$ cat src/rtl/framebuffer_pkg.sv
// Framebuffer geometry and pixel-writer state encoding, shared by the
// pixel writer and the video fetch stage.
package framebuffer_pkg;

  localparam int H_RES          = 640;
  localparam int V_RES          = 480;
  localparam int WORDS_PER_LINE = 40;
  localparam int FB_WORDS       = V_RES * WORDS_PER_LINE;

  localparam logic [14:0] CLR_LAST = 15'(FB_WORDS - 1);

  typedef enum logic [2:0] {
    ST_IDLE     = 3'd0,
    ST_RD_REQ   = 3'd1,
    ST_RD_WAIT  = 3'd2,
    ST_WR_REQ   = 3'd3,
    ST_WR_WAIT  = 3'd4,
    ST_CLR_REQ  = 3'd5,
    ST_CLR_WAIT = 3'd6
  } wr_state_e;

endpackage

$ cat src/rtl/fb_addr_calc.sv
// Combinational x/y to framebuffer word address and pixel mask (pixel 0 = MSB).
module fb_addr_calc
  import framebuffer_pkg::*;
#(
  parameter logic [17:0] BASE_ADDR = 18'd0
) (
  input  logic [9:0]  x,
  input  logic [9:0]  y,
  output logic [17:0] word_addr,
  output logic [15:0] mask
);

  logic [17:0] y_ext_s;

  assign y_ext_s   = {8'd0, y};
  // y*40 as y*32 + y*8
  assign word_addr = BASE_ADDR + (y_ext_s << 5) + (y_ext_s << 3) + {12'd0, x[9:4]};
  assign mask      = 16'h8000 >> x[3:0];

endmodule

$ cat src/rtl/sram_pixel_writer.sv
// Plots points into a 1 bpp SRAM framebuffer by read-modify-write and clears
// the whole frame on request; SRAM is touched only while window is high.
module sram_pixel_writer
  import framebuffer_pkg::*;
#(
  parameter logic [17:0] BASE_ADDR = 18'd0
) (
  input  logic        clk,
  input  logic        reset,
  input  logic [9:0]  x,
  input  logic [9:0]  y,
  input  logic        point_valid,
  input  logic        clear,
  input  logic        window,
  output logic [17:0] address,
  output logic [15:0] data_write,
  output logic        read,
  output logic        write,
  input  logic [15:0] data_read,
  input  logic        ready,
  output logic        busy,
  output logic        dropped
);

  wr_state_e   state_r, state_next_s;
  logic        hold_full_r, hold_full_next_s;
  logic [9:0]  hold_x_r, hold_y_r;
  logic        clear_pending_r, clear_pending_next_s;
  logic        clr_restart_r, clr_restart_next_s;
  logic [14:0] clr_cnt_r, clr_cnt_next_s;
  logic [17:0] calc_addr_s, address_next_s;
  logic [15:0] calc_mask_s, data_write_next_s;
  logic        read_next_s, write_next_s;
  logic        point_ok_s, hold_free_s, accept_s;

  fb_addr_calc #(.BASE_ADDR(BASE_ADDR)) u_addr_calc (
    .x         (hold_x_r),
    .y         (hold_y_r),
    .word_addr (calc_addr_s),
    .mask      (calc_mask_s)
  );

  assign point_ok_s  = (x < 10'(H_RES)) && (y < 10'(V_RES));
  // The hold register frees on the write completion, so a point arriving that cycle still fits.
  assign hold_free_s = (state_r == ST_WR_WAIT) && ready;
  assign accept_s    = point_valid && point_ok_s && (!hold_full_r || hold_free_s) && !clear_pending_r;

  // Next-state, next-output and bookkeeping logic
  always_comb begin
    state_next_s         = state_r;
    clr_cnt_next_s       = clr_cnt_r;
    clr_restart_next_s   = clr_restart_r;
    clear_pending_next_s = clear_pending_r;
    address_next_s       = address;
    data_write_next_s    = data_write;
    read_next_s          = 1'b0;
    write_next_s         = 1'b0;

    case (state_r)
      ST_IDLE: begin
        if (window && clear_pending_r) begin
          state_next_s       = ST_CLR_REQ;
          clr_cnt_next_s     = 15'd0;
          clr_restart_next_s = 1'b0;
        end else if (window && hold_full_r) begin
          state_next_s   = ST_RD_REQ;
          read_next_s    = 1'b1;
          address_next_s = calc_addr_s;
        end else begin
          state_next_s = ST_IDLE;
        end
      end
      ST_RD_REQ: state_next_s = ST_RD_WAIT;
      ST_RD_WAIT: begin
        if (ready) begin
          data_write_next_s = data_read | calc_mask_s;
          write_next_s      = 1'b1;
          state_next_s      = ST_WR_REQ;
        end else begin
          state_next_s = ST_RD_WAIT;
        end
      end
      ST_WR_REQ: state_next_s = ST_WR_WAIT;
      ST_WR_WAIT: begin
        if (ready) begin
          state_next_s = ST_IDLE;
        end else begin
          state_next_s = ST_WR_WAIT;
        end
      end
      ST_CLR_REQ: begin
        if (window) begin
          address_next_s    = BASE_ADDR + {3'd0, clr_cnt_r};
          data_write_next_s = 16'd0;
          write_next_s      = 1'b1;
          state_next_s      = ST_CLR_WAIT;
        end else begin
          state_next_s = ST_CLR_REQ;
        end
      end
      ST_CLR_WAIT: begin
        if (ready) begin
          if (clr_restart_r || clear) begin
            clr_cnt_next_s     = 15'd0;
            clr_restart_next_s = 1'b0;
            state_next_s       = ST_CLR_REQ;
          end else if (clr_cnt_r == CLR_LAST) begin
            clear_pending_next_s = 1'b0;
            state_next_s         = ST_IDLE;
          end else begin
            clr_cnt_next_s = clr_cnt_r + 15'd1;
            state_next_s   = ST_CLR_REQ;
          end
        end else begin
          state_next_s = ST_CLR_WAIT;
        end
      end
      default: state_next_s = ST_IDLE;
    endcase

    // A restart while a clear write is outstanding takes effect on its completion.
    if (clear) begin
      clear_pending_next_s = 1'b1;
      if (((state_r == ST_CLR_WAIT) && !ready) || ((state_r == ST_CLR_REQ) && window)) begin
        clr_restart_next_s = 1'b1;
      end else if (state_r == ST_CLR_REQ) begin
        clr_cnt_next_s = 15'd0;
      end else begin
        clr_restart_next_s = clr_restart_next_s;
      end
    end else begin
      clear_pending_next_s = clear_pending_next_s;
    end

    if (accept_s) begin
      hold_full_next_s = 1'b1;
    end else if (hold_free_s) begin
      hold_full_next_s = 1'b0;
    end else begin
      hold_full_next_s = hold_full_r;
    end
  end

  // State register, hold register, clear bookkeeping and registered outputs
  always_ff @(posedge clk or negedge reset) begin
    if (!reset) begin
      state_r         <= ST_IDLE;
      hold_full_r     <= 1'b0;
      hold_x_r        <= 10'd0;
      hold_y_r        <= 10'd0;
      clear_pending_r <= 1'b0;
      clr_restart_r   <= 1'b0;
      clr_cnt_r       <= 15'd0;
      address         <= 18'd0;
      data_write      <= 16'd0;
      read            <= 1'b0;
      write           <= 1'b0;
      busy            <= 1'b0;
      dropped         <= 1'b0;
    end else begin
      state_r         <= state_next_s;
      hold_full_r     <= hold_full_next_s;
      clear_pending_r <= clear_pending_next_s;
      clr_restart_r   <= clr_restart_next_s;
      clr_cnt_r       <= clr_cnt_next_s;
      address         <= address_next_s;
      data_write      <= data_write_next_s;
      read            <= read_next_s;
      write           <= write_next_s;
      busy            <= (state_next_s != ST_IDLE) || hold_full_next_s;
      dropped         <= point_valid && !accept_s;
      if (accept_s) begin
        hold_x_r <= x;
        hold_y_r <= y;
      end
    end
  end

endmodule

$ cat config.mk
export PLATFORM = sky130hd
export DESIGN_NAME = sram_pixel_writer
export DESIGN_NICKNAME = d
export VERILOG_FILES = /design/src/rtl/framebuffer_pkg.sv /design/src/rtl/fb_addr_calc.sv /design/src/rtl/sram_pixel_writer.sv
export SDC_FILE = /design/constraint.sdc
export NUM_CORES = 1
export LEC_CHECK = 0
export CELL_PAD_IN_SITES_DETAIL_PLACEMENT = 0
export CELL_PAD_IN_SITES_GLOBAL_PLACEMENT = 1
export CORE_MARGIN = 2
export CORE_UTILIZATION = 42
export CTS_BUF_LIST = sky130_fd_sc_hd__clkbuf_8
export DETAILED_ROUTE_END_ITERATION = 7
export PLACE_DENSITY_LB_ADDON = 0.1
export SLEW_MARGIN = 0
export SYNTH_ARGS = -nofsm -noshare
export SYNTH_HDL_FRONTEND = slang
export SYNTH_SLANG_ARGS = --single-unit
$ cat constraint.sdc
create_clock -name clk -period 2.77 [get_ports clk]
set_input_delay 0.4155 -clock clk [delete_from_list [all_inputs] [get_ports clk]]
set_output_delay 0.4155 -clock clk [all_outputs]
set_load 0.02 [all_outputs]
## After elaboration in Yosys (flattened, before gate mapping)

Cells that the tools add are included.

| word-level totals | value |
|---|---|
| flip-flop bits (word level) | 79 |
| input port bits | 42 |
| output and inout port bits | 38 |
| logic and storage cells | 103 |

| operators by class | value |
|---|---|
| add/sub/neg operators | 3 |
| $lt $le $gt $ge | 2 |
| eq/ne operators | 12 |
| shift operators | 1 |
| muxes and demuxes | 43 |
| bitwise gates (word level) | 1 |
| reduce and logical (&&, ||, !) cells | 28 |

Operators by type and width:

| operator | number |
|---|---|
| two-way mux 15 bit | 7 |
| two-way mux 18 bit | 3 |
| one-hot mux 18 bit (2 select lines) | 1 |
| two-way mux 16 bit | 2 |
| one-hot mux 16 bit (2 select lines) | 1 |
| one-hot mux 15 bit (2 select lines) | 1 |
| one-hot mux 3 bit (7 select lines) | 1 |
| two-way mux 1 bit | 19 |
| adder 16 x 6 -> 17 bit | 1 |
| adder 15 x 13 -> 16 bit | 1 |
| bitwise OR 16 bit | 1 |
| >> shifter 16 x 4 -> 16 bit (first input constant) | 1 |
| adder 15 x 1 -> 15 bit (second input constant) | 1 |
| equality test 15 bit (second input constant) | 1 |
| two-way mux 3 bit | 5 |
| logical AND 1 bit | 10 |
| less-than comparator 10 bit (second input constant) | 1 |
| less-than comparator 10 x 9 -> 1 bit (second input constant) | 1 |
| != test 2 bit (second input constant) | 5 |
| nonzero test 2 bit | 5 |
| equality test 3 bit (second input constant) | 3 |
| AND reduction 4 bit | 2 |
| equality test 3 x 2 -> 1 bit (second input constant) | 2 |
| zero test 1 bit | 4 |
| 7 further kinds | 11 |

## Depth between registers and ports, before layout

| depth | value |
|---|---|
| depth after elaboration | 8 |
| depth in mapped cells | 9 |
| gate-level depth less buffers | 9 |

## Cells and area by module

From an unflattened synthesis, not the netlist that was laid out.

| unflattened totals | value |
|---|---|
| cell total of the unflattened synthesis | 459 |
| area total of the unflattened synthesis | 4449.3 um^2 |

By module, submodules not included:

| module | times used | cells each | area each (um^2) |
|---|---|---|---|
| sram_pixel_writer | 1 | 365 | 3742.3 |
| fb_addr_calc | 1 | 94 | 706.9 |

## Worst setup path before layout

No wires, ideal clock.

| timing | value |
|---|---|
| path kind | register to register |
| start point | register hold_x_r[9] |
| end point | register address[13] |
| data arrival time | 2.188 ns |
| path slack | 0.457 ns |
| cell stages (with the launch flop) | 10 |
| path buffers | 0 |
| clock period less this slack | 2.313 ns |
| cells stage by stage | dfrtp_1 -> inv_1 -> fa_1 -> inv_1 -> ha_1 -> a211oi_1 -> o21bai_1 -> o41ai_1 -> a211o_1 -> nand3_1 |

| between the ends | value |
|---|---|
| word-level cells in the longest chain between the ends | 4 |

RTL lines:

| item | line | text |
|---|---|---|
| start: declaration | sram_pixel_writer.sv:27 | `logic [9:0] hold_x_r, hold_y_r;` |
| start signal: assignment | sram_pixel_writer.sv:149 | `hold_x_r <= 10'd0;` |
| start signal: assignment | sram_pixel_writer.sv:173 | `hold_x_r <= x;` |
| adder 16 x 6 -> 17 bit | fb_addr_calc.sv:17 | `assign word_addr = BASE_ADDR + (y_ext_s << 5) + (y_ext_s << 3) + {12'd0, x[9:4]};` |
| two-way mux 18 bit | sram_pixel_writer.sv:65 | `end else if (window && hold_full_r) begin` |
| two-way mux 18 bit | sram_pixel_writer.sv:61 | `if (window && clear_pending_r) begin` |
| one-hot mux 18 bit (2 select lines) | sram_pixel_writer.sv:59 | `case (state_r)` |
| end signal: assignment | sram_pixel_writer.sv:166 | `address <= address_next_s;` |
| end: declaration | sram_pixel_writer.sv:15 | `output logic [17:0] address,` |

No other way between the ends. The select of a mux whose other input is x is not followed.
A chain may end at the register's enable or synchronous reset.

## Final worst setup path

| timing | value |
|---|---|
| start point | register hold_y_r[0] |
| end point | register address[9] |

| between the ends | value |
|---|---|
| word-level cells in the longest chain between the ends | 5 |

RTL lines:

| item | line | text |
|---|---|---|
| start: declaration | sram_pixel_writer.sv:27 |  |
| start signal: assignment | sram_pixel_writer.sv:174 | `hold_y_r <= y;` |
| adder 15 x 13 -> 16 bit | fb_addr_calc.sv:17 |  |
| adder 16 x 6 -> 17 bit | fb_addr_calc.sv:17 |  |
| two-way mux 18 bit | sram_pixel_writer.sv:65 |  |
| two-way mux 18 bit | sram_pixel_writer.sv:61 |  |
| one-hot mux 18 bit (2 select lines) | sram_pixel_writer.sv:59 |  |

No other way between the ends. The select of a mux whose other input is x is not followed.

==> impl_metrics.csv <==
group,metric,value,unit
placed_design,numPortBuffers,77,
logic_synthesis,ys_seq_area_share,44.7,%
logic_synthesis,yosys.area.top_type_share,44.7,%
clock_tree,cts_buffer_depth,2,
floorplan,die-width,105,um
worst_setup_path,cp_data_required_time,3010,ps
route,vias,3659,
logic_synthesis,synth_top_area_cell,"dfrtp_1",
worst_setup_path,cp_slowest_stage_delay,500,ps
power,ir_worst_vdd,0.496,mV
global_route,grt_use_met1,30.3,%
status,status,"completed",
worst_setup_path,cp-end-kind,"register",
logic_synthesis,syn_area,4310,um^2
worst_setup_path,cp_slowest_cell,"fa_1",
clock_tree,clock_latency,350,ps
global_route,grt_pass1_vias,3609,
floorplan,rows,36,
placed_design,place_congestion,0.816,
global_route,use_met3,3.53,%
route,drc,0,
logic_synthesis,postSynthAreaPerCell,9.64,um^2
worst_setup_path,cp-start-kind,"register",
logic_synthesis,yosys-top-cells-area,"dfrtp_1 45%, ha_1 5.8%, mux2_2 5.2%",
final_layout,final_cell_mix,"77 x dfrtp_1, 76 x clkdlybuf4s50_1, 54 x nand2_1, 32 x o21ai_0, 28 x a21oi_1",
final_layout,drive_gt1_share,11.0,%
global_route,met2_usage,32.1,%
power,power.density,774,nW/um^2
timing,min_period,2450,ps
worst_setup_path,critical_path.cell_chain,"inv_1 > fa_1 > inv_1 > ha_1 > a211oi_1 > o21bai_1 > or3_1 > a32oi_1 > a21oi_1",
route,viasPerCell,5.49,
logic_synthesis,synth_mux_area_share,5.22,%
final_layout,fin_cells,667,
timing,tns,0,ps
clock_tree,clk_pin_slew_worst_paths,90,ps
final_layout,multi_input_area,2230,um^2
final_layout,diodes,0,
worst_hold_path,min_path_type,"input pin to asynchronous set/reset pin",
route,drt_wl_total,11100,um
floorplan,die_h,105,um
logic_synthesis,synth_edf_count,0,
timing,tightestPinTransition,535,ps
worst_setup_path,worst_path_most_repeated_cell,"inv_1",
timing,rsz0062_at_grt,"false",
global_route,grt_max_degree,78,
clock_tree,cts_tree,"done",
floorplan,pin_count,80,
logic_synthesis,synth-simple-area-share,17.3,%
timing,final_min_period_over_clock_period,88.4,%
timing,maxSlewHeadroom,64.3,%
clock_tree,htree_num_levels,3,
route,routedWlPerCell,16.6,um
clock_tree,cts_made_buffers,9,
route,ant_nets,0,
global_route,antenna_found_initial,0,
final_layout,syn_to_final_growth,28.1,%
final_layout,nets,593,
logic_synthesis,synthCells,447,
clock_tree,clock_sinks,77,
logic_synthesis,ys_ff_latch,77,
floorplan,start_util,43.7,%
job,cap_violations,0,
global_route,busiest_layer,"met2",
worst_setup_path,critPathTopFamily,"adder cells",
route,first_pass_iters,4,
global_route,overflow,0,
logic_synthesis,ys.flop_type,"dfrtp_1",
clock_tree,cts_root_buf,"clkbuf_8",
timing,fin_skew,16.2,ps
timing,fin_hold_ws,65.8,ps
timing,hold_violations,0,
final_layout,nFillCells,917,
logic_synthesis,ys_types,61,
global_route,track_usage,20.9,%
placed_design,dp.cells,651,
final_layout,register_area,1930,um^2
timing,slew_viol_final,0,
worst_setup_path,critical_path_buf_inv_count,2,
clock_tree,cts_hold_buf,0,
logic_synthesis,synthArstFlopShare,100,%
route,drt-initial-drc-count,101,
logic_synthesis,synth-xor-area-share,1.42,%
timing,finalSetupViolCount,0,
logic_synthesis,synth_top_family_by_area,"compound AO/OA/AOI/OAI gates",
power,p_leak,2.45,nW
worst_setup_path,path_class,"register to register",
worst_setup_path,arrival,2680,ps
final_layout,final_common_cell,"dfrtp_1",
timing,max_freq,409,MHz
floorplan,core,9860,um^2
global_route,grt_first_pass_wirelength,18600,um
logic_synthesis,synth_warnings,0,
logic_synthesis,synth_compound_area_share,20.7,%
final_layout,final_core_util,56.0,%
placed_design,dpl.hpwl,8150,um
logic_synthesis,synth_fa_ha_area_share,6.73,%
floorplan,die_area,11100,um^2
worst_setup_path,crit_fanout,4,
## routing by layer
metal / vias up / share of wire (%)
met2: 75 / 46
met4: 0 / 1.2
met5: - / 0
met1: 1772 / 49
met3: 14 / 3.9
li1: 1798 / -
## final cells by class
type / count / share of cell area (%)
clock buffers: 10 / 2.49
inverters: 15 / 1.02
clock inverters: 6 / 1.99
flip-flops and latches: 77 / 34.9
repair buffers: 92 / 16.2
well taps: 133 / 3.01
multi-input cells: 334 / 40.4
## where the power goes
part           switching [W]  internal [W]  leakage [nW]  total [W]
Sequential          0.000204       0.00139          1.00    0.00159
Clock               0.000438      0.000624         0.124    0.00106
Combinational       0.000882      0.000737          1.32    0.00162
## flip-flops by register name, summed over array words and instances (netlist names)
signal,flops
state_r,3
clr_cnt_r,15
dropped,1
write,1
hold_x_r,10
busy,1
clr_restart_r,1
hold_full_r,1
clear_pending_r,1
data_write,16
read,1
address,16
hold_y_r,10
## per-stage QoR
step	area, um^2	setup slack [ps]	total power (W)
final	5520	322	0.00427
after global routing	5520	90.9	0.00455
after CTS	5510	194	0.00432
after detailed placement	5270	204	0.00324
after global placement	5270	285	0.00323
after floorplan	4310	457	0.00249
## repair_timing
action                                 in CTS  in global routing
setup endpoints to repair                   0                  1
setup buffers                               0                  0
endpoints found under the hold margin       0                  0
resized for setup                           0                  1
## worst paths after layout
path,from,endpoint,slack [ps],depth (start not counted)
worst min register to register,data_write[2],data_write[2],490,2
worst max register to register,hold_y_r[0],address[9],320,9
max in group asynchronous,reset,data_write[14],2360,2
min in group clk,data_write[2],data_write[2],490,2
worst min-delay path,reset,clr_cnt_r[12],70,2
worst max-delay path,hold_y_r[0],address[9],320,9
## cell usage after synthesis (4+ instances only)
cell type,n
nand3_1,13
inv_1,15
xnor2_1,5
a31oi_1,25
nand2_1,54
nand4_1,5
nor3_1,5
o21ai_0,32
o211ai_1,6
ha_1,20
and2b_1,4
and2_1,7
a311oi_1,4
clkbuf_1,12
nor2_1,24
a21oi_1,28
mux2_2,20
a211oi_1,5
nor2b_1,8
a21o_1,8
buf_2,6
a41oi_1,4
dfrtp_1,77
## cell families (layout without fill, tap and decap cells)
logic type / after synthesis / count (layout)
compound gates: 138 / 138
xor+xnor: 7 / 7
fa+ha+maj: 22 / 22
buf+inv: 37 / 123
flops: 77 / 77
mux: 20 / 20
other cells: 1 / 2
simple gates: 145 / 145
Note: power is estimated with default switching activity, not from simulation.
